===== src/rtl/dqs_wr_gen_pkg.sv =====
// Shared types and DQS word constants for the DQS write-burst generator.
// Optional feature macro: DQS_WR_GEN_PRE2_EN (two-cycle preamble).
package dqs_wr_gen_pkg;

  // StPreHiz is only entered when the two-cycle preamble is built in.
  typedef enum logic [2:0] {
    StIdle,
    StPreHiz,
    StPre,
    StBurst,
    StPost
  } dqs_state_e;

  localparam logic [3:0] DqsWordIdle   = 4'b0000;  // idle / preamble / postamble data
  localparam logic [3:0] DqsWordToggle = 4'b0101;  // strobe toggle, bit 0 first
  localparam logic [3:0] TinAll        = 4'b1111;  // all bits high-Z
  localparam logic [3:0] TinDrive      = 4'b0000;  // all bits driven
  // First half of the word stays high-Z, second half starts driving low.
  localparam logic [3:0] TinPreHiz     = 4'b0011;

endpackage


===== src/rtl/dqs_dci_ctrl.sv =====
// DCI termination control: keeps termination enabled while a read window is open
// in IDLE and for DciHold cycles after it closes. Output is registered.
module dqs_dci_ctrl
  import dqs_wr_gen_pkg::*;
#(
  parameter int unsigned DciHold = 2
) (
  input  logic clk_i,
  input  logic rst_i,
  input  logic idle_i,       // IDLE and not leaving it this cycle
  input  logic rd_active_i,
  output logic dci_disable_o
);

  localparam logic [3:0] HoldInit = 4'(DciHold);

  logic [3:0] hold_q;
  logic       dci_disable_q;

  // Hold counter reloads while reading and counts down afterwards.
  always_ff @(posedge clk_i) begin
    if (rst_i) begin
      hold_q        <= 4'd0;
      dci_disable_q <= 1'b1;
    end else if (!idle_i) begin
      hold_q        <= 4'd0;
      dci_disable_q <= 1'b1;
    end else if (rd_active_i) begin
      hold_q        <= HoldInit;
      dci_disable_q <= 1'b0;
    end else if (hold_q != 4'd0) begin
      hold_q        <= hold_q - 4'd1;
      dci_disable_q <= 1'b0;
    end else begin
      dci_disable_q <= 1'b1;
    end
  end

  assign dci_disable_o = dci_disable_q;

endmodule


===== src/rtl/dqs_wr_gen.sv =====
// DQS write-burst generator: preamble, toggling burst, postamble, with
// seamless back-to-back chaining and DCI termination control.
// Optional feature macro: DQS_WR_GEN_PRE2_EN adds a leading half-high-Z
// preamble cycle, moving the first burst word one cycle later.
module dqs_wr_gen
  import dqs_wr_gen_pkg::*;
#(
  parameter int unsigned DCI_HOLD = 2,
  parameter int unsigned WORDS_W  = 6
) (
  input  logic               clk,
  input  logic               rst,
  input  logic               wr_start,
  input  logic [WORDS_W-1:0] wr_words,
  input  logic               rd_active,
  output logic [3:0]         din,
  output logic [3:0]         tin,
  output logic               dci_disable,
  output logic               busy,
  output logic               done
);

  dqs_state_e         state_q;
  logic [WORDS_W-1:0] cnt_q;
  logic [3:0]         din_q;
  logic [3:0]         tin_q;
  logic               busy_q;
  logic               done_q;
  logic [WORDS_W-1:0] load_words;
  logic               dci_idle;

  // A zero-length request still produces one burst word.
  assign load_words = (wr_words == '0) ? WORDS_W'(1) : wr_words;

  // A write accepted this cycle takes priority over read termination.
  assign dci_idle = (state_q == StIdle) && !wr_start;

  // Sequencer with registered outputs: outputs always describe state_q.
  always_ff @(posedge clk) begin
    if (rst) begin
      state_q <= StIdle;
      cnt_q   <= '0;
      din_q   <= DqsWordIdle;
      tin_q   <= TinAll;
      busy_q  <= 1'b0;
      done_q  <= 1'b0;
    end else begin
      done_q <= 1'b0;
      unique case (state_q)
        StIdle: begin
          if (wr_start) begin
            cnt_q  <= load_words;
            din_q  <= DqsWordIdle;
            busy_q <= 1'b1;
`ifdef DQS_WR_GEN_PRE2_EN
            state_q <= StPreHiz;
            tin_q   <= TinPreHiz;
`else
            state_q <= StPre;
            tin_q   <= TinDrive;
`endif
          end else begin
            din_q  <= DqsWordIdle;
            tin_q  <= TinAll;
            busy_q <= 1'b0;
          end
        end
        StPreHiz: begin
          state_q <= StPre;
          din_q   <= DqsWordIdle;
          tin_q   <= TinDrive;
        end
        StPre: begin
          state_q <= StBurst;
          din_q   <= DqsWordToggle;
          tin_q   <= TinDrive;
        end
        StBurst: begin
          if (cnt_q <= WORDS_W'(1)) begin
            if (wr_start) begin
              // Chain the next burst without pre/postamble.
              cnt_q <= load_words;
              din_q <= DqsWordToggle;
            end else begin
              state_q <= StPost;
              cnt_q   <= '0;
              din_q   <= DqsWordIdle;
              done_q  <= 1'b1;
            end
          end else begin
            cnt_q <= cnt_q - WORDS_W'(1);
            din_q <= DqsWordToggle;
          end
          tin_q <= TinDrive;
        end
        StPost: begin
          state_q <= StIdle;
          din_q   <= DqsWordIdle;
          tin_q   <= TinAll;
          busy_q  <= 1'b0;
        end
        default: begin
          state_q <= StIdle;
          cnt_q   <= '0;
          din_q   <= DqsWordIdle;
          tin_q   <= TinAll;
          busy_q  <= 1'b0;
        end
      endcase
    end
  end

  dqs_dci_ctrl #(
    .DciHold(DCI_HOLD)
  ) u_dci_ctrl (
    .clk_i        (clk),
    .rst_i        (rst),
    .idle_i       (dci_idle),
    .rd_active_i  (rd_active),
    .dci_disable_o(dci_disable)
  );

  assign din  = din_q;
  assign tin  = tin_q;
  assign busy = busy_q;
  assign done = done_q;

endmodule


===== config.mk =====
export PLATFORM = sky130hd
export DESIGN_NAME = dqs_wr_gen
export DESIGN_NICKNAME = d
export VERILOG_FILES = /design/src/rtl/dqs_wr_gen_pkg.sv /design/src/rtl/dqs_dci_ctrl.sv /design/src/rtl/dqs_wr_gen.sv
export SDC_FILE = /design/constraint.sdc
export NUM_CORES = 1
export LEC_CHECK = 0
export CAP_MARGIN = 20
export CORE_MARGIN = 3
export CORE_UTILIZATION = 50
export DETAILED_ROUTE_END_ITERATION = 16
export PLACE_DENSITY = 0.9
export SETUP_SLACK_MARGIN = 0.05
export SYNTH_ARGS = -nofsm -noshare
export SYNTH_HDL_FRONTEND = slang
export SYNTH_HIERARCHICAL = 1
export SYNTH_SLANG_ARGS = --single-unit

===== constraint.sdc =====
create_clock -name clk -period 2.4 [get_ports clk]
set_input_delay 0.24 -clock clk [delete_from_list [all_inputs] [get_ports clk]]
set_output_delay 0.24 -clock clk [all_outputs]
set_load 0.01 [all_outputs]

==> impl_metrics.env, run 1 <==
export IMPL_gp_congestion=0.867
export IMPL_use_met1=0.236
export IMPL_grt_busiest_layer="met2"
export IMPL_synth_most_common_cell="dfxtp_1"
export IMPL_grt_first_pass_wirelength_um=3860
export IMPL_via_count=970
export IMPL_netlist_top_cells_count="18 x dfxtp_1, 13 x nor2_1, 11 x a21oi_1"
export IMPL_first_global_vias=860
export IMPL_p_leak_uw=0.000450
export IMPL_place_area_mm2=0.00121
export IMPL_start_kind="flop"
export IMPL_routedWlPerCell_um=14.0
export IMPL_fin_skew_ns=0.0135
export IMPL_wirelength_um=2290
export IMPL_die_w_um=52.0
export IMPL_final_layout_size_suffix_gt1_frac=0.118
export IMPL_relSlewSlack=0.642
export IMPL_drtPass1Iterations=4
export IMPL_grt_usage=0.189
export IMPL_root_buffer="clkbuf_4"
export IMPL_hold_slack_ns=0.498
export IMPL_cp_end_kind="flop"
export IMPL_synth_top_area_cell="dfxtp_1"
export IMPL_ctsLongestPathBuffers=2
export IMPL_antenna_left=0
export IMPL_cts_buffers=3
export IMPL_critPathMaxFanout=7
export IMPL_power_density_mw_per_mm2=561
export IMPL_rows=16
export IMPL_ys_warn_count=6
export IMPL_drtIter0Drc=35
export IMPL_tns_ns=0
export IMPL_area_growth_pct=16.3
export IMPL_h_tree_depth=1
export IMPL_slew_viol_final=0
export IMPL_rsz0062_at_grt="no"
export IMPL_design_area_mm2=0.00123
export IMPL_synth_edf_count=0
export IMPL_postSynthCellCount=123
export IMPL_clk_pin_slew_ns=0.10
export IMPL_finalCriticalPeriod_ns=1.85
export IMPL_setup_violations=0
export IMPL_clk_latency_ns=0.28
export IMPL_hold_class="flop to flop"
export IMPL_die_area_mm2=0.00271
export IMPL_grt_overflow=0
export IMPL_worstMarginPinSlew_ns=0.535
export IMPL_synth_avg_cell_area_um2=8.62
export IMPL_final_core_util=0.622
export IMPL_syn_area_mm2=0.00106
export IMPL_fillerInstances=181
export IMPL_post_route_period_util=0.772
export IMPL_diodes=0
export IMPL_synth_seq_cells=18
export IMPL_synth_cell_types=42
export IMPL_status="complete, no violations"
export IMPL_layout_nets=150
export IMPL_cts_resized=0
export IMPL_yosysSeqAreaShare=0.340
export IMPL_initial_utilization=0.535
export IMPL_synth_area_leaders="dfxtp_1 34%, a21oi_1 5.2%, nor2_1 4.6%"
export IMPL_cts_tree="done"
export IMPL_grt_antenna_before_repair=0
export IMPL_core_area_mm2=0.00198
export IMPL_post_cts_buffers=0
export IMPL_worstPathRequired_ns=2.61
export IMPL_ir_worst_vdd_mv=0.388
export IMPL_hpwl_um=1750
export IMPL_fmax_ghz=0.540
export IMPL_drv_cap=0
export IMPL_portBuffers=18
export IMPL_hold_viol=0
export IMPL_grtUsageMet2=0.339
export IMPL_critPathArrivalTime_ns=2.06
export IMPL_hold_buffers=0
export IMPL_grt_max_degree=13
export IMPL_synth_async_sr_flop_share=0
export IMPL_yosysTopAreaCellShare=0.340
export IMPL_critical_path_class="flop to flop"
export IMPL_synth_ff_type="dfxtp_1"
export IMPL_cts_sinks=18
export IMPL_dieHeight_um=52.0
export IMPL_drc=0
export IMPL_grtUsageMet3=0.0287
export IMPL_vias_per_cell=5.95
export IMPL_pin_count=21
path summary, 6_finish.rpt:
path | startpoint | end | slack [ns] | cells past startpoint
setup / recovery | cnt_q[0] | cnt_q[3] | 0.55 | 6
hold / removal | u_dci_ctrl/hold_q[3] | u_dci_ctrl/hold_q[2] | 0.50 | 2
setup reg to reg | cnt_q[0] | cnt_q[3] | 0.55 | 6
hold reg to reg | u_dci_ctrl/hold_q[3] | u_dci_ctrl/hold_q[2] | 0.50 | 2
metal layers:
metal  vias up  routed length, um
met3         2                154
li1        479                  -
met1       446                923
met4         0                 10
met2        43               1200
met5         -                  0
cells by family (layout without fill, tap and decap cells):
logic type	Yosys count	count (layout)	share of synthesized area
AND/OR/NAND/NOR	47	47	0.268
AO/OA/AOI/OAI	39	39	0.262
flip-flops	18	18	0.340
buffers and inverters	14	26	0.0850
adder cells (fa/ha/maj)	2	2	0.0236
other	1	2	0.00354
XOR/XNOR	1	1	0.00827
multiplexers	1	1	0.00945
per-stage QoR:
step	power [uW]	setup WS, ns	cells
6_report	692	0.547	163
3_3_place_gp	544	0.608	160
3_5_place_dp	554	0.577	160
4_1_cts	697	0.555	163
5_1_grt	735	0.352	163
2_1_floorplan	498	0.750	124
final cells by class:
type                            count  area, um2  share of cell area
Tap cell                           27       33.8              0.0274
Inverter                            4       15.0              0.0122
Clock buffer                        3       22.5              0.0183
Timing Repair Buffer               19        188               0.152
Multi-Input combinational cell     92        613               0.497
Sequential cell                    18        360               0.292
sequential cells by signal, summed over array words and instances (netlist names):
register,cells
state_q,3
busy,1
tin,1
u_dci_ctrl/hold_q,4
cnt_q,6
done,1
din,1
u_dci_ctrl/dci_disable_o,1
power breakdown:
part / internal [uW] / total, uW / leakage [uW] / switching (uW)
Combinational: 94.1 / 205 / 0.000288 / 111
Sequential: 318 / 346 / 0.000148 / 27.9
Clock: 58.1 / 141 / 0.0000138 / 82.9
Total: 470 / 692 / 0.000450 / 222
critical path, cell delays in order, from the launching register on:
cell	delay, ns
dfxtp_1	0.43
inv_1	0.09
ha_1	0.28
o21ba_2	0.28
a221o_1	0.36
o32a_1	0.17
nor3_1	0.17
layout by cell type, fill, tap and decap left out, drive strengths merged, types with 3 or more instances in the layout:
cell / instances
dfxtp: 18
clkdlybuf4s50: 18
nor2: 13
a21oi: 11
nand2: 10
nor3: 10
o21ai: 6
inv: 4
a211oi: 4
clkbuf: 3
No activity file was read; power rests on OpenSTA's default activity.
==> run 2, diff against run 1 <==
--- a/config.mk
+++ b/config.mk
@@ -7,9 +7,9 @@
 export LEC_CHECK = 0
 export CAP_MARGIN = 20
 export CORE_MARGIN = 3
-export CORE_UTILIZATION = 50
+export CORE_UTILIZATION = 45
 export DETAILED_ROUTE_END_ITERATION = 16
-export PLACE_DENSITY = 0.9
+export PLACE_DENSITY = 0.86
 export SETUP_SLACK_MARGIN = 0.05
 export SYNTH_ARGS = -nofsm -noshare
 export SYNTH_HDL_FRONTEND = slang
==> constraint.sdc (replaced) <==
create_clock -name clk -period 1.49 [get_ports clk]
set_input_delay 0.149 -clock clk [delete_from_list [all_inputs] [get_ports clk]]
set_output_delay 0.149 -clock clk [all_outputs]
set_load 0.01 [all_outputs]
==> run 2 against run 1 <==
Net effect:
- the run now ends with setup timing left
- sequential share of layout area shrank 5.6 points
- first-iteration DRC count grew 23%
- final area grew 29%
- critical path depth shrank 2
- routed wire length grew 44%
- largest cell class unchanged
==> impl_metrics.env, run 2 (same netlist as run 1, synthesis figures left out) <==
export IMPL_h_tree_depth=1
export IMPL_drtIter0Drc=43
export IMPL_clk_latency_ns=0.30
export IMPL_vias_per_cell=6.14
export IMPL_switching_share=0.334
export IMPL_root_buffer="clkbuf_4"
export IMPL_final_layout_size_suffix_gt1_frac=0.436
export IMPL_violations="setup timing"
export IMPL_core_area_mm2=0.00210
export IMPL_gp_congestion=0.903
export IMPL_pin_count=21
export IMPL_area_growth_pct=49.8
export IMPL_cts_tree="done"
export IMPL_grt_overflow=0
export IMPL_power_frac_comb=0.397
export IMPL_drc=0
export IMPL_switching_power_uw=482
export IMPL_p_leak_uw=0.000609
export IMPL_status="finished with violations"
export IMPL_whs_path_depth=2
export IMPL_place_ws_ns=-0.165
export IMPL_worstPathRequired_ns=1.68
export IMPL_critPathMaxFanout=7
export IMPL_post_route_period_util=1.07
export IMPL_r2r_end="cnt_q[1]"
export IMPL_largest_reg_flops=6
export IMPL_critical_path_class="flop to flop"
export IMPL_p_int_uw=959
export IMPL_cts_sinks=18
export IMPL_grt_first_pass_wirelength_um=4730
export IMPL_r2r_start="state_q[0]"
export IMPL_fin_skew_ns=0.00542
export IMPL_grt_antenna_before_repair=0
export IMPL_wl_met3_um=189
export IMPL_via_count=1166
export IMPL_grt_max_degree=13
export IMPL_first_global_vias=1028
export IMPL_hpwl_um=2050
export IMPL_hold_class="input port to flop"
export IMPL_regMostFlops="cnt_q"
export IMPL_wl_met2_um=1730
export IMPL_cts_buffers=3
export IMPL_pwr_share_clk=0.215
export IMPL_wirelength_um=3280
export IMPL_hold_path_end="u_dci_ctrl/dci_disable_o"
export IMPL_portBuffers=18
export IMPL_diodes=0
export IMPL_cp_end_kind="flop"
export IMPL_setup_violations=5
export IMPL_power_density_mw_per_mm2=908
export IMPL_rsz0062_at_grt="yes"
export IMPL_rows=16
export IMPL_hold_start="rd_active"
export IMPL_start_kind="flop"
export IMPL_die_w_um=54.5
export IMPL_fmax_ghz=0.629
export IMPL_finalCriticalPeriod_ns=1.59
export IMPL_routedWlPerCell_um=17.3
export IMPL_dr_max_layer_used="met4"
export IMPL_hold_buffers=0
export IMPL_antenna_left=0
export IMPL_ctsLongestPathBuffers=2
export IMPL_r2r_cells=4
export IMPL_drt_met1_wl_um=1270
export IMPL_critPathArrivalTime_ns=1.78
export IMPL_final_core_util=0.755
export IMPL_ir_worst_vdd_mv=0.568
export IMPL_hold_viol=0
export IMPL_final_common_cell="buf_4"
export IMPL_drtPass1Iterations=4
export IMPL_die_area_mm2=0.00297
export IMPL_layout_common_cells="26 x buf_4, 18 x clkdlybuf4s50_1, 12 x nor2_1, 12 x dfxtp_1, 10 x nand2_1"
export IMPL_setup_ws_ns=-0.0992
export IMPL_clk_pin_slew_ns=0.11
export IMPL_dieHeight_um=54.5
export IMPL_p_seq_frac=0.388
export IMPL_grt_usage=0.221
export IMPL_drv_cap=0
export IMPL_slew_viol_final=0
export IMPL_rrSetupSlack_ns=-0.1
export IMPL_layout_nets=176
export IMPL_reg_top3="cnt_q (6), u_dci_ctrl/hold_q (4), state_q (3)"
export IMPL_initial_utilization=0.504
-- run 2: cell count changes in the layout (fill, tap and decap cells not counted), moves of 3 or more --
cell / delta
buf_4: +25
a21oi_2: +4
dfxtp_1: -6
dfxtp_4: +3
a21oi_1: -4
dfxtp_2: +3
-- run 2: power groups by stage --
stage	sequential [uW]	combinational, uW	clock [uW]
2_1_floorplan	559	276	0
3_3_place_gp	559	425	0
3_5_place_dp	561	441	0
4_1_cts	554	491	313
5_1_grt	564	603	331
6_report	558	572	310
-- run 2: final cells by class --
type / count / area [um2]
multi-input cells: 92 / 736
fillers: 143 / 514
repair buffers: 45 / 387
flip-flops and latches: 18 / 375
clock buffers: 4 / 36.3
well taps: 27 / 33.8
inverters: 4 / 20.0
-- run 2: metrics by stage --
| step | power [uW] | hold WS [ns] | std cells | setup TNS [ns] | cell area [um2] |
|---|---|---|---|---|---|
| floorplan | 835 | 0.250 | 124 | -0.0493 | 1120 |
| global placement | 984 | 0.475 | 178 | -0.529 | 1400 |
| detailed placement | 1000 | 0.517 | 178 | -0.709 | 1400 |
| CTS | 1360 | 0.459 | 184 | -0.126 | 1500 |
| global route | 1500 | 0.486 | 190 | -0.646 | 1590 |
| finish | 1440 | 0.467 | 190 | -0.235 | 1590 |
-- run 2: critical path, cell delays in order, from the launching register on --
cell     delay [ns]
dfxtp_4        0.38
or4b_4         0.57
and3_4         0.18
a21oi_1        0.25
o22ai_2        0.10
-- run 2: repair_timing --
item / in CTS / in global routing
pin swaps: 12 / 8
buffers inserted: 2 / 6
endpoints found under the hold margin: 0 / 0
resized for setup: 15 / 10
endpoints found under the setup margin: 9 / 9
-- run 2: layer usage --
metal / GRT usage / vias to the layer above
li1: - / 531
met1: 0.261 / 569
met2: 0.388 / 49
met3: 0.0381 / 17
met4: 0.0954 / 0
met5: 0 / -
-- run 2: worst max-delay path by stage --
stage / start / to / slack (ns)
final: state_q[0] / cnt_q[1] / -0.1
after floorplan: cnt_q[1] / cnt_q[5] / -0.03
after global routing: state_q[2] / cnt_q[1] / -0.15
after detailed placement: wr_start / cnt_q[1] / -0.16
after CTS: cnt_q[1] / cnt_q[5] / -0.06
after global placement: wr_start / cnt_q[1] / -0.13
